$ cat src/rtl/mem_port_arbiter_if.sv
// Bundle of every client-side and bus-side handshake signal of the memory
// port arbiter. The arbiter connects through the slave modport; the fetch
// stage, memory stage and external bus (or a bench) use the master modport.
interface mem_port_arbiter_if;
    // instruction fetch client
    logic        ireq_valid;
    logic [63:0] ireq_addr;
    logic        iresp_addr_ok;
    logic        iresp_data_ok;
    logic [31:0] iresp_data;

    // memory stage client
    logic        dreq_valid;
    logic [63:0] dreq_addr;
    logic [2:0]  dreq_size;
    logic [7:0]  dreq_strobe;
    logic [63:0] dreq_data;
    logic        dresp_addr_ok;
    logic        dresp_data_ok;
    logic [63:0] dresp_data;

    // shared downstream port
    logic        oreq_valid;
    logic [63:0] oreq_addr;
    logic [2:0]  oreq_size;
    logic [7:0]  oreq_strobe;
    logic [63:0] oreq_data;
    logic        oresp_addr_ok;
    logic        oresp_data_ok;
    logic [63:0] oresp_data;

    modport slave (
        input  ireq_valid, ireq_addr,
        output iresp_addr_ok, iresp_data_ok, iresp_data,
        input  dreq_valid, dreq_addr, dreq_size, dreq_strobe, dreq_data,
        output dresp_addr_ok, dresp_data_ok, dresp_data,
        output oreq_valid, oreq_addr, oreq_size, oreq_strobe, oreq_data,
        input  oresp_addr_ok, oresp_data_ok, oresp_data
    );

    modport master (
        output ireq_valid, ireq_addr,
        input  iresp_addr_ok, iresp_data_ok, iresp_data,
        output dreq_valid, dreq_addr, dreq_size, dreq_strobe, dreq_data,
        input  dresp_addr_ok, dresp_data_ok, dresp_data,
        input  oreq_valid, oreq_addr, oreq_size, oreq_strobe, oreq_data,
        output oresp_addr_ok, oresp_data_ok, oresp_data
    );
endinterface

$ cat src/rtl/mem_port_arbiter.sv
// Memory port arbiter: shares one downstream memory port between instruction
// fetch (I) and the memory stage (D). One transaction in flight; D wins ties
// so the memory-stage stall clears first. A client that drops its valid
// after being granted (pipeline flush) has its transaction completed
// downstream, but the response is never returned upstream.
//
// Optional build macro MEM_ARB_STARVE_GUARD_EN: after STARVE_LIMIT
// consecutive D grants while I is waiting, the next grant goes to I.
// Without the macro D has strict priority and no counter exists.
module mem_port_arbiter #(
    parameter int STARVE_LIMIT = 4
) (
    input  logic              clk,
    input  logic              reset,
    mem_port_arbiter_if.slave bus
);

    // Downstream size code used for a 4-byte instruction fetch.
    localparam logic [2:0] MSIZE4 = 3'd2;

    typedef enum logic [2:0] {
        IDLE   = 3'd0,
        REQ_I  = 3'd1,
        REQ_D  = 3'd2,
        WAIT_I = 3'd3,
        WAIT_D = 3'd4
    } state_t;

    if (STARVE_LIMIT < 1) begin : g_bad_limit
        $error("mem_port_arbiter: STARVE_LIMIT must be at least 1");
    end

    state_t      state_q, state_d;
    logic        abort_q, abort_d;
    logic        oreq_valid_q, oreq_valid_d;
    logic [63:0] addr_q, addr_d;
    logic [2:0]  size_q, size_d;
    logic [7:0]  strobe_q, strobe_d;
    logic [63:0] wdata_q, wdata_d;

    logic i_act, d_act, in_req;
    logic client_valid, abort_now;
    logic addr_hs, done;
    logic grant_i, grant_d, i_forced;

    // Owner of the in-flight transaction and whether it is still wanted.
    always_comb begin
        i_act        = (state_q == REQ_I) || (state_q == WAIT_I);
        d_act        = (state_q == REQ_D) || (state_q == WAIT_D);
        in_req       = (state_q == REQ_I) || (state_q == REQ_D);
        client_valid = i_act ? bus.ireq_valid : bus.dreq_valid;
        // A drop in the completing cycle itself also counts as a flush.
        abort_now    = abort_q || !client_valid;
        addr_hs      = in_req && bus.oresp_addr_ok;
        done         = (addr_hs || (state_q == WAIT_I) || (state_q == WAIT_D))
                       && bus.oresp_data_ok;
    end

`ifdef MEM_ARB_STARVE_GUARD_EN
    localparam int CW = $clog2(STARVE_LIMIT + 1);
    localparam logic [CW-1:0] LIMIT = CW'(STARVE_LIMIT);

    logic [CW-1:0] starve_q, starve_d;

    // Count D grants taken while I is waiting; any I grant or I going idle resets it.
    always_comb begin
        starve_d = starve_q;
        if (!bus.ireq_valid) begin
            starve_d = '0;
        end else if (grant_i) begin
            starve_d = '0;
        end else if (grant_d && (starve_q != LIMIT)) begin
            starve_d = starve_q + 1'b1;
        end
    end

    // Starve counter register.
    always_ff @(posedge clk or posedge reset) begin
        if (reset) begin
            starve_q <= '0;
        end else begin
            starve_q <= starve_d;
        end
    end

    // I takes the port once D has had its run of back-to-back grants.
    always_comb begin
        i_forced = bus.ireq_valid && (starve_q == LIMIT);
    end
`else
    // Strict D priority: I is never forced ahead of D.
    always_comb begin
        i_forced = 1'b0;
    end
`endif

    // Grant decision is only ever made from IDLE, never in a completing cycle.
    always_comb begin
        grant_d = 1'b0;
        grant_i = 1'b0;
        if (state_q == IDLE) begin
            if (bus.dreq_valid && !i_forced) begin
                grant_d = 1'b1;
            end else if (bus.ireq_valid) begin
                grant_i = 1'b1;
            end
        end
    end

    // Next-state and request-register logic.
    always_comb begin
        state_d      = state_q;
        abort_d      = abort_q;
        oreq_valid_d = oreq_valid_q;
        addr_d       = addr_q;
        size_d       = size_q;
        strobe_d     = strobe_q;
        wdata_d      = wdata_q;

        case (state_q)
            IDLE: begin
                abort_d = 1'b0;
                if (grant_d) begin
                    state_d      = REQ_D;
                    oreq_valid_d = 1'b1;
                    addr_d       = bus.dreq_addr;
                    size_d       = bus.dreq_size;
                    strobe_d     = bus.dreq_strobe;
                    wdata_d      = bus.dreq_data;
                end else if (grant_i) begin
                    // fetch is always a 4-byte read
                    state_d      = REQ_I;
                    oreq_valid_d = 1'b1;
                    addr_d       = bus.ireq_addr;
                    size_d       = MSIZE4;
                    strobe_d     = 8'h00;
                    wdata_d      = 64'h0;
                end
            end
            REQ_I, REQ_D: begin
                if (bus.oresp_addr_ok) begin
                    oreq_valid_d = 1'b0;
                    if (bus.oresp_data_ok) begin
                        state_d = IDLE;
                    end else begin
                        state_d = (state_q == REQ_I) ? WAIT_I : WAIT_D;
                    end
                end
            end
            WAIT_I, WAIT_D: begin
                if (bus.oresp_data_ok) begin
                    state_d = IDLE;
                end
            end
            default: begin
                state_d      = IDLE;
                oreq_valid_d = 1'b0;
            end
        endcase

        // The abort flag tracks the owner while a transaction is open.
        if (i_act || d_act) begin
            abort_d = done ? 1'b0 : abort_now;
        end
    end

    // State and request registers; reset returns to IDLE with everything cleared.
    always_ff @(posedge clk or posedge reset) begin
        if (reset) begin
            state_q      <= IDLE;
            abort_q      <= 1'b0;
            oreq_valid_q <= 1'b0;
            addr_q       <= 64'h0;
            size_q       <= 3'd0;
            strobe_q     <= 8'h00;
            wdata_q      <= 64'h0;
        end else begin
            state_q      <= state_d;
            abort_q      <= abort_d;
            oreq_valid_q <= oreq_valid_d;
            addr_q       <= addr_d;
            size_q       <= size_d;
            strobe_q     <= strobe_d;
            wdata_q      <= wdata_d;
        end
    end

    // Downstream request comes only from registers.
    always_comb begin
        bus.oreq_valid  = oreq_valid_q;
        bus.oreq_addr   = addr_q;
        bus.oreq_size   = size_q;
        bus.oreq_strobe = strobe_q;
        bus.oreq_data   = wdata_q;
    end

    // Upstream responses: pulses follow the bus combinationally, masked for
    // aborted transactions; data is zero outside its data_ok cycle.
    always_comb begin
        bus.iresp_addr_ok = addr_hs && i_act && !abort_now;
        bus.dresp_addr_ok = addr_hs && d_act && !abort_now;
        bus.iresp_data_ok = done && i_act && !abort_now;
        bus.dresp_data_ok = done && d_act && !abort_now;
        bus.iresp_data    = 32'h0;
        bus.dresp_data    = 64'h0;
        if (bus.iresp_data_ok) begin
            bus.iresp_data = addr_q[2] ? bus.oresp_data[63:32] : bus.oresp_data[31:0];
        end
        if (bus.dresp_data_ok) begin
            bus.dresp_data = bus.oresp_data;
        end
    end

endmodule
$ cat src/flat_wrapper.sv
// flat-port wrapper written by rule: the top's interface ports become plain ports
module mem_port_arbiter_flat 
#(
    parameter int STARVE_LIMIT = 4
)
  (clk, reset, bus_ireq_valid, bus_ireq_addr, bus_iresp_addr_ok, bus_iresp_data_ok, bus_iresp_data, bus_dreq_valid, bus_dreq_addr, bus_dreq_size, bus_dreq_strobe, bus_dreq_data, bus_dresp_addr_ok, bus_dresp_data_ok, bus_dresp_data, bus_oreq_valid, bus_oreq_addr, bus_oreq_size, bus_oreq_strobe, bus_oreq_data, bus_oresp_addr_ok, bus_oresp_data_ok, bus_oresp_data);
  mem_port_arbiter_if bus_i ();
  input  logic clk;
  input  logic reset;
  input wire logic [$bits(bus_i.ireq_valid)-1:0] bus_ireq_valid;
  input wire logic [$bits(bus_i.ireq_addr)-1:0] bus_ireq_addr;
  output wire logic [$bits(bus_i.iresp_addr_ok)-1:0] bus_iresp_addr_ok;
  output wire logic [$bits(bus_i.iresp_data_ok)-1:0] bus_iresp_data_ok;
  output wire logic [$bits(bus_i.iresp_data)-1:0] bus_iresp_data;
  input wire logic [$bits(bus_i.dreq_valid)-1:0] bus_dreq_valid;
  input wire logic [$bits(bus_i.dreq_addr)-1:0] bus_dreq_addr;
  input wire logic [$bits(bus_i.dreq_size)-1:0] bus_dreq_size;
  input wire logic [$bits(bus_i.dreq_strobe)-1:0] bus_dreq_strobe;
  input wire logic [$bits(bus_i.dreq_data)-1:0] bus_dreq_data;
  output wire logic [$bits(bus_i.dresp_addr_ok)-1:0] bus_dresp_addr_ok;
  output wire logic [$bits(bus_i.dresp_data_ok)-1:0] bus_dresp_data_ok;
  output wire logic [$bits(bus_i.dresp_data)-1:0] bus_dresp_data;
  output wire logic [$bits(bus_i.oreq_valid)-1:0] bus_oreq_valid;
  output wire logic [$bits(bus_i.oreq_addr)-1:0] bus_oreq_addr;
  output wire logic [$bits(bus_i.oreq_size)-1:0] bus_oreq_size;
  output wire logic [$bits(bus_i.oreq_strobe)-1:0] bus_oreq_strobe;
  output wire logic [$bits(bus_i.oreq_data)-1:0] bus_oreq_data;
  input wire logic [$bits(bus_i.oresp_addr_ok)-1:0] bus_oresp_addr_ok;
  input wire logic [$bits(bus_i.oresp_data_ok)-1:0] bus_oresp_data_ok;
  input wire logic [$bits(bus_i.oresp_data)-1:0] bus_oresp_data;
  assign bus_i.ireq_valid = bus_ireq_valid;
  assign bus_i.ireq_addr = bus_ireq_addr;
  assign bus_iresp_addr_ok = bus_i.iresp_addr_ok;
  assign bus_iresp_data_ok = bus_i.iresp_data_ok;
  assign bus_iresp_data = bus_i.iresp_data;
  assign bus_i.dreq_valid = bus_dreq_valid;
  assign bus_i.dreq_addr = bus_dreq_addr;
  assign bus_i.dreq_size = bus_dreq_size;
  assign bus_i.dreq_strobe = bus_dreq_strobe;
  assign bus_i.dreq_data = bus_dreq_data;
  assign bus_dresp_addr_ok = bus_i.dresp_addr_ok;
  assign bus_dresp_data_ok = bus_i.dresp_data_ok;
  assign bus_dresp_data = bus_i.dresp_data;
  assign bus_oreq_valid = bus_i.oreq_valid;
  assign bus_oreq_addr = bus_i.oreq_addr;
  assign bus_oreq_size = bus_i.oreq_size;
  assign bus_oreq_strobe = bus_i.oreq_strobe;
  assign bus_oreq_data = bus_i.oreq_data;
  assign bus_i.oresp_addr_ok = bus_oresp_addr_ok;
  assign bus_i.oresp_data_ok = bus_oresp_data_ok;
  assign bus_i.oresp_data = bus_oresp_data;
  mem_port_arbiter #(.STARVE_LIMIT(STARVE_LIMIT)) u_core (.clk(clk), .reset(reset), .bus(bus_i));
endmodule
$ cat config.mk
export PLATFORM = sky130hd
export DESIGN_NAME = mem_port_arbiter_flat
export DESIGN_NICKNAME = d
export VERILOG_FILES = /design/src/rtl/mem_port_arbiter_if.sv /design/src/rtl/mem_port_arbiter.sv /design/src/flat_wrapper.sv
export SDC_FILE = /design/constraint.sdc
export NUM_CORES = 1
export LEC_CHECK = 0
export ABC_AREA = 0
export BUFFER_PORTS_ARGS = -buffer_cell sky130_fd_sc_hd__buf_2
export CORE_AREA = 8 8 193 195
export DETAILED_ROUTE_END_ITERATION = 7
export DIE_AREA = 0 0 201 203
export REMOVE_ABC_BUFFERS = 1
export SLEW_MARGIN = 0
export SYNTH_ARGS = -nofsm -noshare
export SYNTH_HDL_FRONTEND = slang
export SYNTH_SLANG_ARGS = --single-unit
$ cat constraint.sdc
create_clock -name clk -period 7.3 [get_ports clk]
set_clock_uncertainty 0.1 [all_clocks]
set_input_delay 1.46 -clock clk [delete_from_list [all_inputs] [get_ports clk]]
set_output_delay 1.46 -clock clk [all_outputs]
set_load 0.1 [all_outputs]
==> results of run 1 <==
==> metal layers <==
metal	routed length, um	global-route usage (%)	share of wire (%)
met2	13700	21.7	49
met5	0	0	0
met3	2510	5.37	8.9
met4	521	4.47	1.9
met1	11400	15.1	40
==> worst max-delay path: stages <==
cell and delay (ns):
buf_2 0.15, nand4bb_1 0.16, or3_1 0.85, nor2_1 0.28, buf_2 0.46
==> registers in the layout, indices dropped and copies added, names as in the netlist <==
signal	count
u_core.abort_q	1
u_core.bus.oreq_addr	64
u_core.bus.oreq_data	64
u_core.bus.oreq_size	3
u_core.bus.oreq_strobe	8
u_core.bus.oreq_valid	1
u_core.state_q	3
==> kinds of logic (layout without fill, tap and decap cells) <==
group | Yosys count | in the layout | synth area share, %
compound gates | 215 | 215 | 25.7
buf+inv | 67 | 558 | 5.19
flops | 144 | 144 | 54.1
mux | 34 | 34 | 5.13
other cells | 0 | 3 | 0
simple gates | 118 | 118 | 9.89
==> per-stage QoR <==
step / util, % / area (um2)
finish: 29.8 / 10200
global route: 29.8 / 10200
CTS: 29.7 / 10100
detailed placement: 28.1 / 9570
global placement: 28.1 / 9570
floorplan: - / 6340
==> cell usage in the layout (no fill, tap or decap), drive strengths merged, types with 2 or more instances in the layout <==
| cell type | count |
|---|---|
| mux2i | 33 |
| a2111oi | 2 |
| o31ai | 2 |
| buf | 520 |
| nand2b | 5 |
| bufinv | 2 |
| nor3 | 2 |
| dfrtp | 144 |
| and2 | 65 |
| clkinv | 5 |
| a21oi | 3 |
| diode | 3 |
| o22ai | 63 |
| clkbuf | 20 |
| inv | 10 |
| nor2 | 35 |
| nand2 | 3 |
| nor2b | 2 |
| a22o | 74 |
| a2bb2oi | 64 |
==> area by class of cell <==
class,count,area [um2]
Fill cell,3554,24000
Tap cell,455,569
Clock buffer,20,447
Multi-Input combinational cell,367,2740
Inverter,7,31.3
Timing Repair Buffer,520,2620
Clock inverter,11,130
Antenna cell,3,7.51
Sequential cell,144,3600
==> worst max path at each step <==
stage,from,to,slack (ns),depth (start not counted)
floorplan,bus_dreq_valid,bus_dresp_data[0],-0.53,3
global placement,bus_ireq_valid,bus_iresp_data[26],2.47,5
detailed placement,bus_ireq_valid,bus_iresp_data[16],2.38,5
CTS,bus_ireq_valid,bus_iresp_data[16],2.38,5
global route,bus_ireq_valid,bus_iresp_data[8],2.23,5
finish,bus_ireq_valid,bus_iresp_data[16],2.36,5
==> flow_metrics.py, run 1 <==
metrics = {
    "clock_tree": {
        "cts_made_buffers": 17,
        "cts-root-buf": "clkbuf_16",
        "clock_latency_ns": 0.43,
        "cts_tree": "built",
        "htreeDepth": 4,
        "clock-sinks": 144,
        "postCtsHoldBufs": 0,
        "cts_buffer_depth": 2,
        "cts.repair.resized": 0,
        "postCtsSetupRepairBufs": 0,
        "clk_pin_slew_ns": 0.06,
    },
    "worst_setup_path": {
        "worstRegToRegCells": 5,
        "worst-setup-path-type": "input pin to output port",
        "worst_setup_path_end_kind": "output port",
        "timing.rr.start": "u_core.state_q[0]",
        "required_ns": 5.74,
        "r2r_slack_ns": 4.50,
        "timing.rr.end": "u_core.bus.oreq_strobe[3]",
        "cp.arrival_ns": 3.38,
        "critPathLaunchType": "input pin",
        "cp_max_fo": 33,
    },
    "cells_and_area": {
        "area_growth_syn_to_layout_pct": 52.5,
        "fin_nets": 1330,
        "instances_no_fill": 1527,
        "drive_gt1_share_pct": 52.4,
    },
    "logic_synthesis": {
        "synth_common_cells": "144 x dfrtp_1, 74 x a22o_1, 65 x and2_1",
        "synth_edf_count": 0,
        "yosysTopAreaCell": "dfrtp_1",
        "ys_seq_elements": 144,
        "netlist_instances": 578,
        "synth.distinct_cells": 37,
        "ys_seq_area_share_pct": 54.1,
        "ys_warn_count": 0,
        "synth_top_area_share_pct": 54.1,
        "synth_area_um2": 6660,
        "async_flop_share_pct": 100,
        "synth_most_common_cell": "dfrtp_1",
        "syn_area_per_cell_um2": 11.5,
        "synth_top_flop_cell": "dfrtp_1",
        "synth.area.top_cells": "dfrtp_1 54%, a22o_1 9.7%, a2bb2oi_1 8.4%",
    },
    "job": {
        "maxCapViolCount": 0,
    },
    "floorplanning": {
        "fp.coreArea_um2": 34100,
        "io_pins": 513,
        "chipWidth_um": 201,
        "die-area_um2": 40800,
        "core.rowCount": 68,
        "die_h_um": 203,
        "start_util_pct": 19.5,
    },
    "placed_design": {
        "gp_congestion": 0.803,
        "hpwl_um": 21600,
        "post-place-ws_ns": 2.38,
        "portBuffers": 512,
        "dp.cells": 1493,
    },
    "global_routing": {
        "antenna_found_initial": 3,
        "grt_max_degree": 88,
        "grt_pass1_wl_um": 42300,
        "track_usage_pct": 13.1,
        "grt_remaining_overflow": 0,
        "grt_pass1_vias": 7005,
    },
    "sta": {
        "rsz0062_at_grt": "false",
        "worst_slew_pin_slew_ns": 1.15,
        "hold_viol": 0,
        "slew_headroom_pct": 23.2,
        "post-route-period-util_pct": 67.6,
        "tns_ns": 0,
        "maxSlewViolCount": 0,
        "worst_slack_ns": 2.36,
        "whs_ns": 0.397,
        "setup_viol": 0,
        "fin_crit_ns": 4.94,
        "max_freq_mhz": 203,
    },
    "routing": {
        "drc": 0,
        "wire_per_inst_um": 18.4,
        "first_pass_iters": 4,
        "wl_um": 28100,
        "first_iter_violations": 280,
        "ant_nets": 0,
        "num_vias": 6619,
        "viasPerCell": 4.33,
    },
    "hold_path": {
        "holdCritStartpoint": "u_core.bus.oreq_data[62]",
        "hold_path.class": "flip-flop to flip-flop",
        "hold_depth": 1,
        "hold_path_end": "u_core.bus.oreq_data[62]",
    },
    "outcome": {
        "status": "finished, final reports clean",
    },
}
Power of run 1 is not shown: default switching activity piles up to over one toggle a cycle in this logic, so the estimate is an artifact.
==> run 2, diff against run 1 <==
clock period = 5.2 ns   (was 7.3 ns; I/O delays follow)
==> run 2 against run 1 <==
First-iteration DRC count fell by 5.4%. Global-route usage rose by 0.15 points. Register-to-register slack got worse by 2.1 ns. Final cell count barely moved. Core utilization rose by 0.11 points. Via count rose by 0.68%. Largest cell class unchanged.
==> flow_metrics.py, run 2 (synthesis gave the netlist of run 1 again) <==
metrics = {
    "outcome": {
        "status": "finished, final reports clean",
    },
    "worst_setup_path": {
        "worst-setup-path-type": "input pin to output port",
        "worst_setup_path_end_kind": "output port",
        "critPathLaunchType": "input pin",
        "crit_chain": "buf_2 > nand4bb_1 > or3_1 > nor2_1 > buf_2",
        "cp.arrival_ns": 2.98,
        "critPathSlowestCell": "or3_1",
        "cp_num_buf_inv": 2,
        "cp_max_fo": 33,
        "required_ns": 4.06,
        "r2r_slack_ns": 2.43,
        "critPathMaxStageDelay_ns": 0.86,
        "crit_path_frequent_cell": "buf_2",
        "cpLargestDelayFamily": "simple AND/OR/NAND/NOR gates",
    },
    "routing": {
        "first_iter_violations": 265,
        "num_vias": 6664,
        "first_pass_iters": 4,
        "viasPerCell": 4.37,
        "wl_um": 28400,
        "ant_nets": 0,
        "drc": 0,
        "wire_per_inst_um": 18.6,
    },
    "sta": {
        "fin_crit_ns": 4.12,
        "max_freq_mhz": 243,
        "post-route-period-util_pct": 79.2,
        "slew_headroom_pct": 20.5,
        "maxSlewViolCount": 0,
        "rsz0062_at_grt": "false",
        "worst_slew_pin_slew_ns": 1.19,
        "hold_viol": 0,
        "setup_viol": 0,
    },
    "placed_design": {
        "placed_cell_area_um2": 9580,
        "hpwl_um": 21800,
        "portBuffers": 512,
        "gp_congestion": 0.790,
    },
    "cells_and_area": {
        "final_common_cell": "buf_2",
        "fin_nets": 1331,
        "num-fill-cells": 3608,
        "final_area_um2": 10200,
        "area_growth_syn_to_layout_pct": 53.1,
        "layout_common_cells": "512 x buf_2, 143 x dfrtp_1, 74 x a22o_1",
        "final_util_pct": 29.9,
        "drive_gt1_share_pct": 52.4,
    },
    "global_routing": {
        "antenna_found_initial": 3,
        "track_usage_pct": 13.3,
        "grt_max_degree": 78,
        "grt_remaining_overflow": 0,
        "grt_pass1_vias": 7160,
        "grt_pass1_wl_um": 42900,
    },
    "job": {
        "maxCapViolCount": 0,
    },
    "clock_tree": {
        "clock-sinks": 144,
        "htreeDepth": 4,
        "clk_pin_slew_ns": 0.06,
        "cts_buffer_depth": 2,
        "cts_made_buffers": 17,
        "cts_tree": "built",
        "clock_latency_ns": 0.42,
        "postCtsSetupRepairBufs": 0,
        "postCtsHoldBufs": 0,
        "cts.repair.resized": 0,
        "cts-root-buf": "clkbuf_16",
    },
    "floorplanning": {
        "core.rowCount": 68,
        "fp.coreArea_um2": 34100,
        "io_pins": 513,
        "chipWidth_um": 201,
        "die_h_um": 203,
        "die-area_um2": 40800,
        "start_util_pct": 19.5,
    },
    "hold_path": {
        "hold_path.class": "flip-flop to flip-flop",
    },
}
-- run 2: worst paths after layout --
check,from,end,depth (start not counted)
max in group asynchronous,reset,u_core.bus.oreq_addr[39],3
worst min-delay path,u_core.bus.oreq_data[28],u_core.bus.oreq_data[28],1
worst max register to register,u_core.state_q[0],u_core.bus.oreq_addr[2],4
worst min register to register,u_core.bus.oreq_data[28],u_core.bus.oreq_data[28],1
min in group asynchronous,reset,u_core.bus.oreq_data[25],2
worst max-delay path,bus_ireq_valid,bus_iresp_data[11],5
-- run 2: cell type report --
type                       instances  area [um2]  area share (%)
sequential                       144        3600            35.4
multi-input combinational        367        2740            26.9
timing repair buffer             521        2630            25.8
tap                              455         569            5.58
clock buffer                      21         460            4.52
clock inverter                    10         151            1.49
inverter                           7        31.3           0.307
antenna                            1        2.50          0.0245
-- run 2: stage by stage --
stage / cells / hold slack (ns) / TNS (ns) / setup WS (ns)
2_1_floorplan: 518 / 0.484 / -115.37 / -1.79
4_1_cts: 1525 / 0.403 / 0 / 1.09
3_3_place_gp: 1494 / 0.383 / 0 / 1.22
5_1_grt: 1526 / 0.414 / 0 / 0.919
3_5_place_dp: 1494 / 0.385 / 0 / 1.10
6_report: 1526 / 0.400 / 0 / 1.08
-- run 2: metal layers --
layer | vias up | share of wire (%) | wire [um] | GRT usage [%]
li1 | 3127 | - | - | -
met1 | 3146 | 40 | 11400 | 14.9
met2 | 354 | 49 | 13900 | 22.5
met3 | 33 | 8.9 | 2520 | 5.72
met4 | 4 | 1.8 | 499 | 4.02
met5 | - | 0.095 | 27 | 0
Power of run 2 is left out for the same reason.
==> run 3, diff against run 2 <==
clock period = 4.3 ns   (was 5.2 ns; I/O delays follow)
==> run 3 against run 2 <==
Clock-buffer cell count decreased by 4. Sequential share of layout area is essentially flat. Critical endpoint is now bus_dresp_data[40]. Routed wire length rose by 0.25%. Non-clock buffer count did not move. Global-route usage fell by 0.10 points. Die area is the same. Hold slack improved by 0.0033 ns. Worst setup slack got worse by 0.43 ns. Register-to-register slack lost 0.86 ns. Largest cell class unchanged. First-iteration DRC count decreased by 11%. Core utilization is essentially flat.
==> flow_metrics.py, run 3 (synthesis gave the netlist of run 1 again) <==
metrics = {
    "outcome": {
        "status": "finished, final reports clean",
    },
    "routing": {
        "wl_um": 28400,
        "num_vias": 6597,
        "wire_per_inst_um": 18.6,
        "drc": 0,
        "first_pass_iters": 4,
        "ant_nets": 0,
        "first_iter_violations": 236,
        "viasPerCell": 4.32,
    },
    "placed_design": {
        "post-place-ws_ns": 0.697,
        "hpwl_um": 21900,
        "portBuffers": 512,
        "gp_congestion": 0.803,
    },
    "sta": {
        "worst_slack_ns": 0.657,
        "setup_viol": 0,
        "post-route-period-util_pct": 84.7,
        "fin_crit_ns": 3.64,
        "max_freq_mhz": 274,
        "maxSlewViolCount": 0,
        "rsz0062_at_grt": "false",
        "worst_slew_pin_slew_ns": 1.02,
        "slew_headroom_pct": 32.1,
        "hold_viol": 0,
    },
    "worst_setup_path": {
        "worst_setup_path_end_kind": "output port",
        "worstRegToRegCells": 4,
        "cp_max_fo": 65,
        "cp_num_buf_inv": 2,
        "critPathSlowestCell": "dfrtp_1",
        "required_ns": 3.34,
        "r2r_slack_ns": 1.57,
        "crit_chain": "nand3b_1 > a2111oi_4 > buf_4 > and2_1 > buf_2",
        "worst-setup-path-type": "flip-flop to output port",
        "cp.arrival_ns": 2.68,
        "critPathMaxStageDelay_ns": 0.56,
        "critPathLaunchType": "flip-flop",
        "timing.rr.end": "u_core.bus.oreq_size[1]",
        "timing.rr.start": "u_core.state_q[0]",
        "cpLargestDelayFamily": "buffers and inverters",
    },
    "hold_path": {
        "hold_path_end": "u_core.bus.oreq_data[9]",
        "hold_depth": 1,
        "hold_path.class": "flip-flop to flip-flop",
        "holdCritStartpoint": "u_core.bus.oreq_data[9]",
    },
    "cells_and_area": {
        "num_antenna_cells": 0,
        "final_common_cell": "buf_2",
        "fin_nets": 1331,
        "drive_gt1_share_pct": 52.7,
        "num-fill-cells": 3567,
        "area_growth_syn_to_layout_pct": 53.3,
        "layout_common_cells": "511 x buf_2, 143 x dfrtp_1, 74 x a22o_1",
    },
    "global_routing": {
        "grt_pass1_wl_um": 42600,
        "track_usage_pct": 13.1,
        "grt_pass1_vias": 7007,
        "grt_max_degree": 76,
        "grt_remaining_overflow": 0,
        "antenna_found_initial": 1,
    },
    "floorplanning": {
        "die-area_um2": 40800,
        "io_pins": 513,
        "start_util_pct": 19.5,
        "chipWidth_um": 201,
        "die_h_um": 203,
        "core.rowCount": 68,
        "fp.coreArea_um2": 34100,
    },
    "clock_tree": {
        "cts-root-buf": "clkbuf_16",
        "cts_buffer_depth": 2,
        "htreeDepth": 4,
        "postCtsSetupRepairBufs": 0,
        "cts.repair.resized": 0,
        "cts_made_buffers": 17,
        "clock_latency_ns": 0.42,
        "clk_pin_slew_ns": 0.07,
        "postCtsHoldBufs": 0,
        "clock-sinks": 144,
        "cts_tree": "built",
    },
    "job": {
        "maxCapViolCount": 0,
    },
}
## run 3: worst max-delay path by stage
| stage | from | endpoint | cells after the start |
|---|---|---|---|
| detailed placement | bus_oresp_addr_ok | bus_dresp_data[40] | 6 |
| CTS | u_core.state_q[1] | bus_dresp_data[40] | 5 |
| finish | u_core.state_q[1] | bus_dresp_data[40] | 5 |
| global placement | bus_dreq_valid | bus_dresp_data[12] | 6 |
| global route | u_core.state_q[1] | bus_dresp_data[52] | 5 |
| floorplan | bus_dreq_valid | bus_dresp_data[0] | 3 |
## run 3: area by class of cell
| type | count | area [um2] | share of cell area (%) |
|---|---|---|---|
| Clock buffer | 17 | 425 | 4.17 |
| Clock inverter | 15 | 163 | 1.59 |
| Inverter | 7 | 31.3 | 0.306 |
| Multi-Input combinational cell | 367 | 2740 | 26.9 |
| Sequential cell | 144 | 3600 | 35.3 |
| Tap cell | 455 | 569 | 5.58 |
| Timing Repair Buffer | 521 | 2670 | 26.2 |
## run 3: metal layers
layer  vias up  GRT usage (%)  wire length, um
met4         0           3.02              256
li1       3145              -                -
met2       327           22.5            14100
met3        14           4.91             2370
met1      3111           15.5            11700
met5         -              0                0
## run 3: through the flow
step	TNS [ns]	cells	util, %	hold WS (ns)	instance area [um2]
after floorplan	-247.13	518	-	0.484	6340
after global placement	0	1494	28.2	0.383	9620
after detailed placement	0	1494	28.2	0.386	9620
after CTS	0	1526	29.9	0.406	10200
after global routing	0	1526	29.9	0.425	10200
final	0	1526	29.9	0.403	10200
Power of run 3 is left out for the same reason.
